$ cat config.mk
export PLATFORM = sky130hd
export DESIGN_NAME = rtc_read_sequencer_flat
export DESIGN_NICKNAME = d
export VERILOG_FILES = /design/src/rtl/rtc_read_sequencer_if.sv /design/src/rtl/rtc_read_sequencer.sv /design/src/flat_wrapper.sv
export SDC_FILE = /design/constraint.sdc
export NUM_CORES = 1
export LEC_CHECK = 0
export ABC_AREA = 1
export BUFFER_PORTS_ARGS = -buffer_cell sky130_fd_sc_hd__clkbuf_2
export CAP_MARGIN = 20
export CORE_UTILIZATION = 45
export CTS_CLUSTER_DIAMETER = 60
export DETAILED_ROUTE_END_ITERATION = 8
export MAX_ROUTING_LAYER = met4
export PLACE_DENSITY = 0.61
export SLEW_MARGIN = 20
export SYNTH_ARGS = -nofsm -noshare
export SYNTH_HDL_FRONTEND = slang
export SYNTH_SLANG_ARGS = --single-unit
$ cat constraint.sdc
create_clock -name clk -period 2.7 [get_ports clk]
set_input_delay 0.27 -clock clk [delete_from_list [all_inputs] [get_ports clk]]
set_output_delay 0.27 -clock clk [all_outputs]
set_load 0.05 [all_outputs]
$ cat src/rtl/rtc_read_sequencer_if.sv
`default_nettype none
// ---------------------------------------------------------------------------
// rtc_read_sequencer_if : RTC multiplexed AD bus plus display-side burst link
// Rev 1.0
// ---------------------------------------------------------------------------
interface rtc_read_sequencer_if;
    logic       tick;
    logic [7:0] ad_i;
    logic [7:0] ad_o;
    logic       ad_oe;
    logic       cs_n;
    logic       rd_n;
    logic       wr_n;
    logic       a_d;
    logic       busy;
    logic       inicioSecuencia;
    logic [7:0] datoRTC;

    modport master (
        input  tick, ad_i,
        output ad_o, ad_oe, cs_n, rd_n, wr_n, a_d, busy, inicioSecuencia, datoRTC
    );

    modport slave (
        output tick, ad_i,
        input  ad_o, ad_oe, cs_n, rd_n, wr_n, a_d, busy, inicioSecuencia, datoRTC
    );
endinterface
`default_nettype wire

$ cat src/rtl/rtc_read_sequencer.sv
`default_nettype none
// ---------------------------------------------------------------------------
// rtc_read_sequencer : reads 8 RTC time/date registers per tick, bursts them out.
// Optional RTC_TRANSFER_EN: prefix each read with a 0xF0 command write.
// Rev 1.0
// ---------------------------------------------------------------------------
module rtc_read_sequencer #(
    parameter int unsigned PHASE_CYCLES = 10,
    parameter logic [7:0]  BASE_ADDR    = 8'h21,
    parameter int unsigned HOLD_CYCLES  = 3
) (
    input  wire logic             clk,
    input  wire logic             reset,
    rtc_read_sequencer_if.master  bus
);

    localparam logic [7:0] c_PHASE_LAST = 8'(PHASE_CYCLES - 1);
    localparam logic [7:0] c_EMIT_LAST  = 8'(8 + HOLD_CYCLES);
    localparam logic [7:0] c_CMD_ADDR   = 8'hF0;
`ifdef RTC_TRANSFER_EN
    localparam logic       c_TRANSFER   = 1'b1;
`else
    localparam logic       c_TRANSFER   = 1'b0;
`endif

    typedef enum logic [2:0] {
        S_IDLE  = 3'd0,
        S_ADDR  = 3'd1,
        S_GAP_A = 3'd2,
        S_DATA  = 3'd3,
        S_GAP_D = 3'd4,
        S_EMIT  = 3'd5
    } state_t;

    state_t     r_state;
    logic [7:0] r_cnt;
    logic [7:0] r_ecnt;
    logic [2:0] r_idx;
    logic       r_pending;
    logic       r_cmd;
    logic [7:0] r_regs [8];

    logic [2:0] w_idx_next;
    logic [7:0] w_emit_byte;

    assign w_idx_next  = r_idx + 3'd1;
    assign w_emit_byte = (r_ecnt < 8'd8) ? r_regs[r_ecnt[2:0]] : r_regs[7];

    always_ff @(posedge clk) begin
        if (!reset) begin
            r_state             <= S_IDLE;
            r_cnt               <= '0;
            r_ecnt              <= '0;
            r_idx               <= '0;
            r_pending           <= 1'b0;
            r_cmd               <= 1'b0;
            for (int i = 0; i < 8; i++) r_regs[i] <= '0;
            bus.ad_o            <= '0;
            bus.ad_oe           <= 1'b0;
            bus.cs_n            <= 1'b1;
            bus.rd_n            <= 1'b1;
            bus.wr_n            <= 1'b1;
            bus.a_d             <= 1'b0;
            bus.busy            <= 1'b0;
            bus.inicioSecuencia <= 1'b0;
            bus.datoRTC         <= '0;
        end else begin
            // Ticks arriving mid-transaction collapse into a single pending request
            if (bus.tick && r_state != S_IDLE) r_pending <= 1'b1;

            case (r_state)
                S_IDLE: begin
                    if (bus.tick || r_pending) begin
                        r_state   <= S_ADDR;
                        r_cnt     <= '0;
                        r_idx     <= '0;
                        r_pending <= 1'b0;
                        r_cmd     <= c_TRANSFER;
                        bus.busy  <= 1'b1;
                        bus.cs_n  <= 1'b0;
                        bus.wr_n  <= 1'b0;
                        bus.a_d   <= 1'b0;
                        bus.ad_oe <= 1'b1;
                        bus.ad_o  <= c_TRANSFER ? c_CMD_ADDR : BASE_ADDR;
                    end
                end
                S_ADDR: begin
                    if (r_cnt == c_PHASE_LAST) begin
                        r_state   <= S_GAP_A;
                        r_cnt     <= '0;
                        bus.cs_n  <= 1'b1;
                        bus.wr_n  <= 1'b1;
                        bus.ad_oe <= 1'b0;
                        bus.ad_o  <= '0;
                    end else begin
                        r_cnt <= r_cnt + 8'd1;
                    end
                end
                S_GAP_A: begin
                    if (r_cnt == c_PHASE_LAST) begin
                        r_cnt <= '0;
                        if (r_cmd) begin
                            r_cmd     <= 1'b0;
                            r_state   <= S_ADDR;
                            bus.cs_n  <= 1'b0;
                            bus.wr_n  <= 1'b0;
                            bus.ad_oe <= 1'b1;
                            bus.ad_o  <= BASE_ADDR;
                        end else begin
                            r_state  <= S_DATA;
                            bus.cs_n <= 1'b0;
                            bus.rd_n <= 1'b0;
                            bus.a_d  <= 1'b1;
                        end
                    end else begin
                        r_cnt <= r_cnt + 8'd1;
                    end
                end
                S_DATA: begin
                    if (r_cnt == c_PHASE_LAST) begin
                        r_regs[r_idx] <= bus.ad_i;
                        r_state       <= S_GAP_D;
                        r_cnt         <= '0;
                        bus.cs_n      <= 1'b1;
                        bus.rd_n      <= 1'b1;
                        bus.a_d       <= 1'b0;
                    end else begin
                        r_cnt <= r_cnt + 8'd1;
                    end
                end
                S_GAP_D: begin
                    if (r_cnt == c_PHASE_LAST) begin
                        r_cnt <= '0;
                        if (r_idx != 3'd7) begin
                            r_idx     <= w_idx_next;
                            r_state   <= S_ADDR;
                            bus.cs_n  <= 1'b0;
                            bus.wr_n  <= 1'b0;
                            bus.ad_oe <= 1'b1;
                            bus.ad_o  <= BASE_ADDR + {5'd0, w_idx_next};
                        end else begin
                            r_state             <= S_EMIT;
                            r_ecnt              <= '0;
                            bus.inicioSecuencia <= 1'b1;
                            bus.datoRTC         <= 8'h00;
                        end
                    end else begin
                        r_cnt <= r_cnt + 8'd1;
                    end
                end
                S_EMIT: begin
                    // Clock k of the burst shows regs[k-1]; the tail repeats the last register
                    if (r_ecnt == c_EMIT_LAST) begin
                        r_state             <= S_IDLE;
                        bus.inicioSecuencia <= 1'b0;
                        bus.busy            <= 1'b0;
                    end else begin
                        r_ecnt      <= r_ecnt + 8'd1;
                        bus.datoRTC <= w_emit_byte;
                    end
                end
                default: r_state <= S_IDLE;
            endcase
        end
    end

endmodule
`default_nettype wire

$ cat src/flat_wrapper.sv
// flat-port wrapper written by rule: the top's interface ports become plain ports
module rtc_read_sequencer_flat 
#(
    parameter int unsigned PHASE_CYCLES = 10,
    parameter logic [7:0]  BASE_ADDR    = 8'h21,
    parameter int unsigned HOLD_CYCLES  = 3
)
  (clk, reset, bus_tick, bus_ad_i, bus_ad_o, bus_ad_oe, bus_cs_n, bus_rd_n, bus_wr_n, bus_a_d, bus_busy, bus_inicioSecuencia, bus_datoRTC);
  rtc_read_sequencer_if bus_i ();
  input  wire logic clk;
  input  wire logic reset;
  input wire logic [$bits(bus_i.tick)-1:0] bus_tick;
  input wire logic [$bits(bus_i.ad_i)-1:0] bus_ad_i;
  output wire logic [$bits(bus_i.ad_o)-1:0] bus_ad_o;
  output wire logic [$bits(bus_i.ad_oe)-1:0] bus_ad_oe;
  output wire logic [$bits(bus_i.cs_n)-1:0] bus_cs_n;
  output wire logic [$bits(bus_i.rd_n)-1:0] bus_rd_n;
  output wire logic [$bits(bus_i.wr_n)-1:0] bus_wr_n;
  output wire logic [$bits(bus_i.a_d)-1:0] bus_a_d;
  output wire logic [$bits(bus_i.busy)-1:0] bus_busy;
  output wire logic [$bits(bus_i.inicioSecuencia)-1:0] bus_inicioSecuencia;
  output wire logic [$bits(bus_i.datoRTC)-1:0] bus_datoRTC;
  assign bus_i.tick = bus_tick;
  assign bus_i.ad_i = bus_ad_i;
  assign bus_ad_o = bus_i.ad_o;
  assign bus_ad_oe = bus_i.ad_oe;
  assign bus_cs_n = bus_i.cs_n;
  assign bus_rd_n = bus_i.rd_n;
  assign bus_wr_n = bus_i.wr_n;
  assign bus_a_d = bus_i.a_d;
  assign bus_busy = bus_i.busy;
  assign bus_inicioSecuencia = bus_i.inicioSecuencia;
  assign bus_datoRTC = bus_i.datoRTC;
  rtc_read_sequencer #(.PHASE_CYCLES(PHASE_CYCLES), .BASE_ADDR(BASE_ADDR), .HOLD_CYCLES(HOLD_CYCLES)) u_core (.clk(clk), .reset(reset), .bus(bus_i));
endmodule
==> summary.md <==
| Metric | Value |
|---|---|
| Vias in the first global route | 4079 |
| Iter 0 DRT Violations | between 400 and 500 |
| Clock Skew | slightly above 0.007 ns |
| Seq/Total Area, Yosys | 53.20% |
| Port buffer count | 30 |
| Setup bufs post-CTS | 0 |
| Final slew viol count | 0 |
| Placed Area | ~0.0056 sq mm |
| CP cell instances | ha_1 > nand3_1 > nor2_4 > nand3_4 > nor2_8 > nand2_4 > nand2_1 |
| Worst hold margin | ~0.23 ns |
| Flop2flop setup slack | 0.60 ns |
| Post-Syn Area per Cell | 8.402 sq um |
| Critical Path Sink Type | flip-flop |
| Drc violations | 9 |
| Die area | 0.01232 sq mm |
| Worst Path Class, Setup | reg2reg |
| Top_reg_cell synth | edfxtp_1 |
| First-pass GRT wire length | 20280 um |
| Fin crit share | ~78% |
| # fillers | 1081 |
| CP Max Fanout | 9 |
| Slew headroom | a little over two fifths |
| Worst-Margin Slew | approximately 0.86 ns |
| Nets | 680 |
| Sink Count | 110 |
| Die H | 111.0 um |
| TNS Setup | 0 ns |
| Max-cap violations | 0 |
| Design Area, Final | a little under 0.006 sq mm |
| Via count | between 4000 and 5000 |
| Final Wtd Congestion | 0.9139 |
| Worst setup margin | approximately 0.6 ns |
| Worst slack, placed | roughly 0.62 ns |
| Top cell type's share of synthesized area | 35.96% |
| Antenna Violating Nets Remaining | 0 |
| Cts hold-fix bufs | 0 |
| Maximum buffer depth of the clock tree | 2 |
| Min-delay worst type | in2reg |
| Clk root buf | clkbuf_16 |
| Ys Warns | 0 |
| Worst Setup Start Kind | flip-flop |
| Number of vias per cell | 5.258 |
| DP HPWL | 8725 um |
| CTS clk-pin slew, worst paths | about 0.080 ns |
| Worst skew pair latency | between 0.3 and 0.4 ns |
| CTS tree | yes |
| Reg2Reg Launch Point | u_core.r_cnt[0] |
| PD cells | a little over 700 mW/mm^2 |
| Final Hold Viols | 0 |
| Post-CTS sizing | 0 |
| Cell count after synthesis | 636 |
| Slowest cell on crit path | dfxtp_1 |
| F_max | between 0.4 and 0.5 GHz |
| First-pass DRT Iterations | 7 |
| CTS H-tree depth | 3 |
| R2r worst-path depth | 7 |
| Layout cells sized above 1 | 14.22% |
| Dominant cell type by area after synthesis | edfxtp_1 |
| Total track usage | between 20% and 30% |
| TritonCTS Buffers | 9 |
| CP arrival | approximately 2.1 ns |
| Synth cell types | 38 |
| RR Endpoint | u_core.r_regs[1][6] |
| Ant diodes | 0 |
| Largest net degree at the start of global routing | 33 |
| WL final | about 12000 um |
| Pleak | ~2.5 nW |
| Remaining Overflow, GRT | 0 |
| Most common cell after layout, fill and taps aside | nand2_1 |
| Synth Cell Area | approximately 0.0053 sq mm |
| Wirelength per Cell | 15.05 um |
| CP peak stage delay | roughly 0.43 ns |
| Area delta synth->final | 10.47% |
| VDD IR-drop max | between 0.0004 and 0.0005 V |
| Hold EP | u_core.r_pending |
| Hold depth | 3 |
| Most frequent cells in the layout | 152 x nand2_1, 105 x nor2_1, 80 x nand3_1 |
| Core area | 0.01152 sq mm |
| Starting density of the core | between 40% and 50% |
| Top cells by area in the synthesized netlist | edfxtp_1 36%, dfxtp_1 17%, nand2_1 11% |
| Final Total Pwr | roughly 4.2 mW |
| Post-synth EDFFs | 64 |
| Violated checks | design-rule violations |
| #FFs+latches synth | between 100 and 150 |
| Worst Path Required | roughly 2.7 ns |
| Row count | 39 |
| Antenna violations before repair | 0 |
| Die X-Extent | between 100 and 150 um |
| Ys async rst share | 0% |
| Final Critical Period | about 2.1 ns |
| IO Pins | 34 |
| Final setup violation count | 0 |
| RSZ-0062 raised after global routing | false |
| Worst hold start | bus_tick |
| Outcome | finished, violations left |
## layout make-up
type | instances | area, sq um | share of cell area [%]
timing repair buffer | 35 | 187.7 | 3.179
tap | 143 | 178.9 | 3.031
clock inverter | 7 | 62.56 | 1.060
multi-input combinational | 453 | 2202 | 37.30
sequential | 110 | 2843 | 48.16
clock buffer | 9 | 225.2 | 3.815
inverter | 54 | 203.9 | 3.455
## cells in the mapped netlist (4+ instances only)
master,instances
ha_1,6
nand2_2,7
buf_4,4
nor2_4,4
nor2_2,8
o21ai_0,6
inv_2,6
dfxtp_1,46
nand2_1,152
inv_1,47
nand4_1,4
nand3_1,80
clkbuf_1,13
nand2_4,8
nor3_1,4
edfxtp_1,64
a21oi_1,43
nor2_1,105
## state kept, by name (all words and copies together), names as in the netlist, named ones only
| register | flops |
|---|---|
| u_core.bus.a_d | 1 |
| u_core.bus.ad_o | 5 |
| u_core.bus.ad_oe | 1 |
| u_core.bus.busy | 1 |
| u_core.bus.cs_n | 1 |
| u_core.bus.datoRTC | 8 |
| u_core.bus.inicioSecuencia | 1 |
| u_core.bus.rd_n | 1 |
| u_core.bus.wr_n | 1 |
| u_core.r_cnt | 8 |
| u_core.r_ecnt | 8 |
| u_core.r_idx | 3 |
| u_core.r_pending | 1 |
| u_core.r_regs | 64 |
| u_core.r_state | 3 |
## critical path: cells and delay by family (launching register included)
kind,cells,cell delay [ns]
fa+ha+maj,1,0.17
flops,1,0.43
simple gates,6,1.17
## per-stage QoR
stage                     instances  util (%)
after detailed placement        795     48.76
after global placement          795     48.76
after global routing            811     51.26
after floorplan                 638         -
after CTS                       811     51.26
final                           811     51.26
## how the worst max path moves through the flow
stage                                to             from  slack, ns
detailed placement  u_core.r_regs[3][0]  u_core.r_cnt[0]       0.62
floorplan           u_core.r_regs[0][0]  u_core.r_cnt[0]       0.85
CTS                 u_core.r_regs[1][4]  u_core.r_cnt[0]       0.60
global route        u_core.r_regs[1][5]  u_core.r_cnt[0]       0.44
global placement    u_core.r_regs[5][4]  u_core.r_cnt[0]       0.67
finish              u_core.r_regs[1][6]  u_core.r_cnt[0]       0.60
## cell families (layout without fill, tap and decap cells)
group,after synthesis,in the layout,share of synthesized area [%]
AO/OA/AOI/OAI,57,57,5.643
XOR/XNOR,2,2,0.3279
adder cells (fa/ha/maj),6,6,1.405
buffers and inverters,75,105,5.736
flip-flops,110,110,53.20
other,1,3,0.07017
AND/OR/NAND/NOR,385,385,33.62
## where the power goes
group          total [mW]  internal [mW]  switching (mW)
clock                1.30          0.647           0.654
sequential           1.96           1.88          0.0769
combinational       0.975          0.251           0.724
## routing by layer
metal	up-vias	global-route usage, %	wire, um
met5	-	-	0
met4	0	8.402	200
met3	16	3.335	677
met2	127	34.80	5652
met1	1984	28.12	5671
li1	2137	-	-
(Power assumes the default switching activity.)
